[src/rtl/logic_unit_32.sv]
// logic_unit_32: registered AND/NAND/NOR unit, 1-cycle latency, no backpressure (outputs hold while en=0).
// Optional registered zero flag is compiled in with LOGIC32_ZERO_FLAG_EN.
module logic_unit_32 #(
  parameter int WIDTH = 32
) (
  input  logic             clk,
  input  logic             rst,
  input  logic             en,
  input  logic [1:0]       op,
  input  logic [WIDTH-1:0] a,
  input  logic [WIDTH-1:0] b,
  output logic [WIDTH-1:0] out,
  output logic             out_valid,
  output logic             illegal_op
`ifdef LOGIC32_ZERO_FLAG_EN
  ,
  output logic             zero
`endif
);

  localparam logic [1:0] OP_AND  = 2'b00;
  localparam logic [1:0] OP_NAND = 2'b01;
  localparam logic [1:0] OP_NOR  = 2'b10;
  localparam logic [1:0] OP_RSVD = 2'b11;

  logic [WIDTH-1:0] result;

  // Reserved op resolves to all-zero so out and zero stay well defined.
  always_comb begin
    result = '0;
    case (op)
      OP_AND:  result = a & b;
      OP_NAND: result = ~(a & b);
      OP_NOR:  result = ~(a | b);
      default: result = '0;
    endcase
  end

  always_ff @(posedge clk) begin
    if (rst) begin
      out        <= '0;
      out_valid  <= 1'b0;
      illegal_op <= 1'b0;
    end else if (en) begin
      out        <= result;
      out_valid  <= 1'b1;
      illegal_op <= (op == OP_RSVD);
    end else begin
      out_valid  <= 1'b0;
      illegal_op <= 1'b0;
    end
  end

`ifdef LOGIC32_ZERO_FLAG_EN
  always_ff @(posedge clk) begin
    if (rst) begin
      zero <= 1'b0;
    end else if (en) begin
      zero <= ~|result;
    end
  end
`endif

endmodule

[config.mk]
export PLATFORM = sky130hd
export DESIGN_NAME = logic_unit_32
export DESIGN_NICKNAME = d
export VERILOG_FILES = /design/src/rtl/logic_unit_32.sv
export SDC_FILE = /design/constraint.sdc
export NUM_CORES = 1
export LEC_CHECK = 0
export CORE_MARGIN = 4
export CORE_UTILIZATION = 25
export CTS_BUF_LIST = sky130_fd_sc_hd__clkbuf_8 sky130_fd_sc_hd__clkbuf_16
export DETAILED_ROUTE_END_ITERATION = 10
export SLEW_MARGIN = 20
export SYNTH_ARGS = -nofsm -noshare
export SYNTH_HDL_FRONTEND = slang
export SYNTH_SLANG_ARGS = --single-unit
[constraint.sdc]
create_clock -name clk -period 1.5 [get_ports clk]
set_input_delay 0.3 -clock clk [delete_from_list [all_inputs] [get_ports clk]]
set_output_delay 0.3 -clock clk [all_outputs]
set_load 0.01 [all_outputs]
# Word level (Yosys, flattened, before mapping)
# Cells that the tools add are included.
# W data, S select, Z words.
totals:
  in_bits: 69
  elab_cells: 15
  out_inout_bits: 34
  ff_bits: 34
op_classes:
  n_bitwise: 5
  n_eq_ne: 3
  n_reduce_logical: 2
  n_mux: 2
ops:
  columns: ["cell", "count"]
  rows:
  - ["$pmux W32 S3", 1]
  - ["$not A32 Y32", 2]
  - ["$and A32 B32 Y32", 1]
  - ["$or A32 B32 Y32", 1]
  - ["$eq A2 B2 Y1 const B", 2]
  - ["$eq A2 B1 Y1 const B", 1]
  - ["$logic_not A2 Y1", 1]
  - ["$reduce_or A2 Y1", 1]
  - ["$mux W1", 1]
  - ["$not A1 Y1", 1]

# Logic depth before layout (Yosys ltp)
logic_depth:
  ltp_word: 3
  depth_mapped: 6
  ltp_nobuf: 3

# Worst setup path before layout
# OpenSTA, ideal clock, no wires.
synth_timing:
  path_type: "input -> register"
  startpoint: "input port op[0]"
  endpoint: "register out[0]"
  required_ns: 1.409
  setup_ns: 0.091
  setup_slack_ns: 0.255
  arrival_time_ns: 1.154
  cell_stages: 5
  path_cell_list: "or2_1 -> buf_6 -> buf_6 -> o22a_1 -> a311oi_1"
synth_between:
  elab_chain_cells: 2
synth_rtl:
  columns: ["item", "line", "source"]
  rows:
  - ["start, declared", "9", "input logic [1:0] op,"]
  - ["$eq A2 B2 Y1 (tied with other cells)", "31", "case (op)"]
  - ["$pmux W32 S3 (*)", "31", null]
  - ["end signal, assigned", "45", "out <= result;"]
  - ["end, declared", "12", "output logic [WIDTH-1:0] out,"]
# Every way passes the cells marked *; elsewhere a longest branch is shown, timed or not.
# A chain may end at the register's enable or synchronous reset.

# Worst setup path after layout
layout_timing:
  startpoint: "register out[26]"
  endpoint: "output port out[26]"
# No word-level cell between the ends.

==> impl_metrics.env <==
export IMPL_synth_area_top_cells="dfxtp_1 (31%), a311oi_1 (13%), o22a_1 (12%)"
export IMPL_netSwitchingFraction=0.286
export IMPL_p_int_w=0.00177
export IMPL_grt_max_degree=66
export IMPL_max_freq_mhz=691
export IMPL_cp_start_kind="flop"
export IMPL_yosys_warnings=0
export IMPL_drive_gt1_frac=0.102
export IMPL_syn_num_nets=331
export IMPL_clock_power_share=0.285
export IMPL_pwr_share_comb=0.312
export IMPL_gp_congestion=0.774
export IMPL_grtUsageMet3=0.0324
export IMPL_drv_slew=0
export IMPL_grt_pass1_wl_um=12000
export IMPL_finalSetupViolations=0
export IMPL_cp_max_fo=2
export IMPL_power_density_mw_per_mm2=699
export IMPL_rsz0062_at_grt="false"
export IMPL_antenna_left=0
export IMPL_core_mm2=0.00834
export IMPL_critPathKind="flop to output pin"
export IMPL_cts_made_buffers=5
export IMPL_pin_count=103
export IMPL_wl_per_cell_um=16.8
export IMPL_root_buffer="clkbuf_8"
export IMPL_area_delta_synth_final_pct=63.1
export IMPL_worst_clock_skew_ns=0
export IMPL_worst_pin_slew_ns=0.299
export IMPL_insertedDiodeCount=0
export IMPL_final_nets=429
export IMPL_dp_final_hpwl_um=5470
export IMPL_port_buffers=102
export IMPL_synth_top_area_cell="dfxtp_1"
export IMPL_seq_area_um2=681
export IMPL_htree_levels=2
export IMPL_antenna_found_initial=0
export IMPL_crit_arrival_ns=1.15
export IMPL_synth_top_area_share=0.312
export IMPL_period_needed_ns=1.45
export IMPL_die_w_um=101
export IMPL_grt_pass1_vias=2388
export IMPL_clkSinkCount=34
export IMPL_die_area_mm2=0.0103
export IMPL_cpPeakStageDelay_ns=0.53
export IMPL_ys_types=16
export IMPL_path_clk_slew_ns=0.07
export IMPL_cp_end_kind="output pin"
export IMPL_cts_tree="built"
export IMPL_yosysSeqAreaShare=0.312
export IMPL_drc=0
export IMPL_ir_drop_mv=0.319
export IMPL_crit_slowest_cell="clkdlybuf4s50_1"
export IMPL_met1_usage=0.196
export IMPL_seqPwrFrac=0.403
export IMPL_n_fill_cell=827
export IMPL_overflow=0
export IMPL_firstDrtPassIters=4
export IMPL_report_final_hold_viol_count=0
export IMPL_drt_iter0_drc=147
export IMPL_p_leak_nw=1.65
export IMPL_hp_class="flop to flop"
export IMPL_wl_um=7850
export IMPL_worst_path_buf_inv=1
export IMPL_rows=33
export IMPL_grt_usage=0.147
export IMPL_place_area_mm2=0.00336
export IMPL_via_count=2394
export IMPL_hold_ws_ns=0.485
export IMPL_maxSlewHeadroom=0.801
export IMPL_start_util=0.261
export IMPL_final_area_mm2=0.00356
export IMPL_required_ns=1.20
export IMPL_fin_crit_sh=0.964
export IMPL_crit_family="buffers and inverters"
export IMPL_synth_ff_latch_count=34
export IMPL_synth_area_mm2=0.00218
export IMPL_status="finished, final reports clean"
export IMPL_synth_area_per_cell_um2=8.32
export IMPL_insertion_delay_ns=0.28
export IMPL_maxCapViolCount=0
export IMPL_multiInputGateArea_mm2=0.00137
export IMPL_p_switching_w=0.000711
export IMPL_synthCells=262
export IMPL_viasPerCell=5.14
export IMPL_top_usage_layer="met2"
export IMPL_crit_chain="clkdlybuf4s50_1"
export IMPL_use_met2=0.240
export IMPL_die_h_um=101
export IMPL_cts_buffer_depth=2
export IMPL_place_inst=458
export IMPL_instances_no_fill=466
[metrics by stage]
step	total power [W]	util	TNS, ns	setup slack, ns
4_1_cts	0.00252	0.415	-0.0130	-0.00860
2_1_floorplan	0.00136	-	0	0.255
3_5_place_dp	0.00180	0.402	-8.74	-0.338
3_3_place_gp	0.00179	0.402	-7.90	-0.271
5_1_grt	0.00262	0.426	0	0.0102
6_report	0.00249	0.426	0	0.0534
[state kept, by name, indices dropped and copies added (netlist names)]
name	count
illegal_op	1
out_valid	1
out	32
[area by class of cell]
class | count | share of cell area
clock buffer | 6 | 0.0232
clock inverter | 2 | 0.00246
multi-input combinational | 198 | 0.385
sequential | 34 | 0.191
tap | 105 | 0.0369
timing repair buffer | 121 | 0.361
[kinds of logic (layout without fill, tap and decap cells)]
logic type,Yosys count,in the layout,share of synthesized area
AND/OR/NAND/NOR,102,102,0.242
buffers and inverters,30,129,0.0798
flip-flops,34,34,0.312
AO/OA/AOI/OAI,96,96,0.366
[metal layers]
layer  up-vias  part of all wire
met1      1124              0.47
met2        78              0.46
met3         6             0.065
met5         -                 0
met4         0            0.0099
li1       1186                 -
[power groups by stage]
stage	sequential, W	combinational, W	clock, W
2_1_floorplan	0.00105	0.000311	0
3_3_place_gp	0.00102	0.000763	0
3_5_place_dp	0.00102	0.000777	0
4_1_cts	0.00100	0.000782	0.000738
5_1_grt	0.00101	0.000834	0.000782
6_report	0.00100	0.000776	0.000709
[cells in the final DEF, fill, tap and decap left out, types with 3 or more instances in the layout]
cell / netlist / routed
a311oi_2: 0 / 4
dlygate4sd2_1: 0 / 3
dfxtp_1: 34 / 34
o22a_1: 31 / 31
o21bai_1: 32 / 32
buf_12: 0 / 5
buf_4: 5 / 12
nand2_1: 31 / 31
nor3b_1: 33 / 31
clkdlybuf4s50_1: 0 / 72
a311oi_1: 32 / 28
dlymetal6s2s_1: 0 / 25
nor2_1: 33 / 33
clkbuf_8: 0 / 6
[cells in the mapped netlist, drive strengths merged]
library cell   n
dfxtp         34
nor2          33
nor3b         33
a311oi        32
o21bai        32
nand2         31
o22a          31
clkbuf        16
buf           14
nor2b          2
a31oi          1
and3           1
nand2b         1
or2            1
[path summary, 6_finish.rpt]
kind                              start      end  slack, ns  depth (start not counted)
worst max-delay path            out[26]  out[26]       0.05                          1
worst min-delay path             out[3]   out[3]       0.48                          2
worst max register to register  out[22]  out[22]       0.75                          2
worst min register to register   out[3]   out[3]       0.48                          2
[timing repair]
item | in CTS | in global routing
hold buffers | 0 | 0
setup buffers | 0 | 0
gates resized for setup | 6 | 32
pin swaps | 3 | 1
endpoints found under the setup margin | 12 | 53
Power figures use the tool's default switching activity.
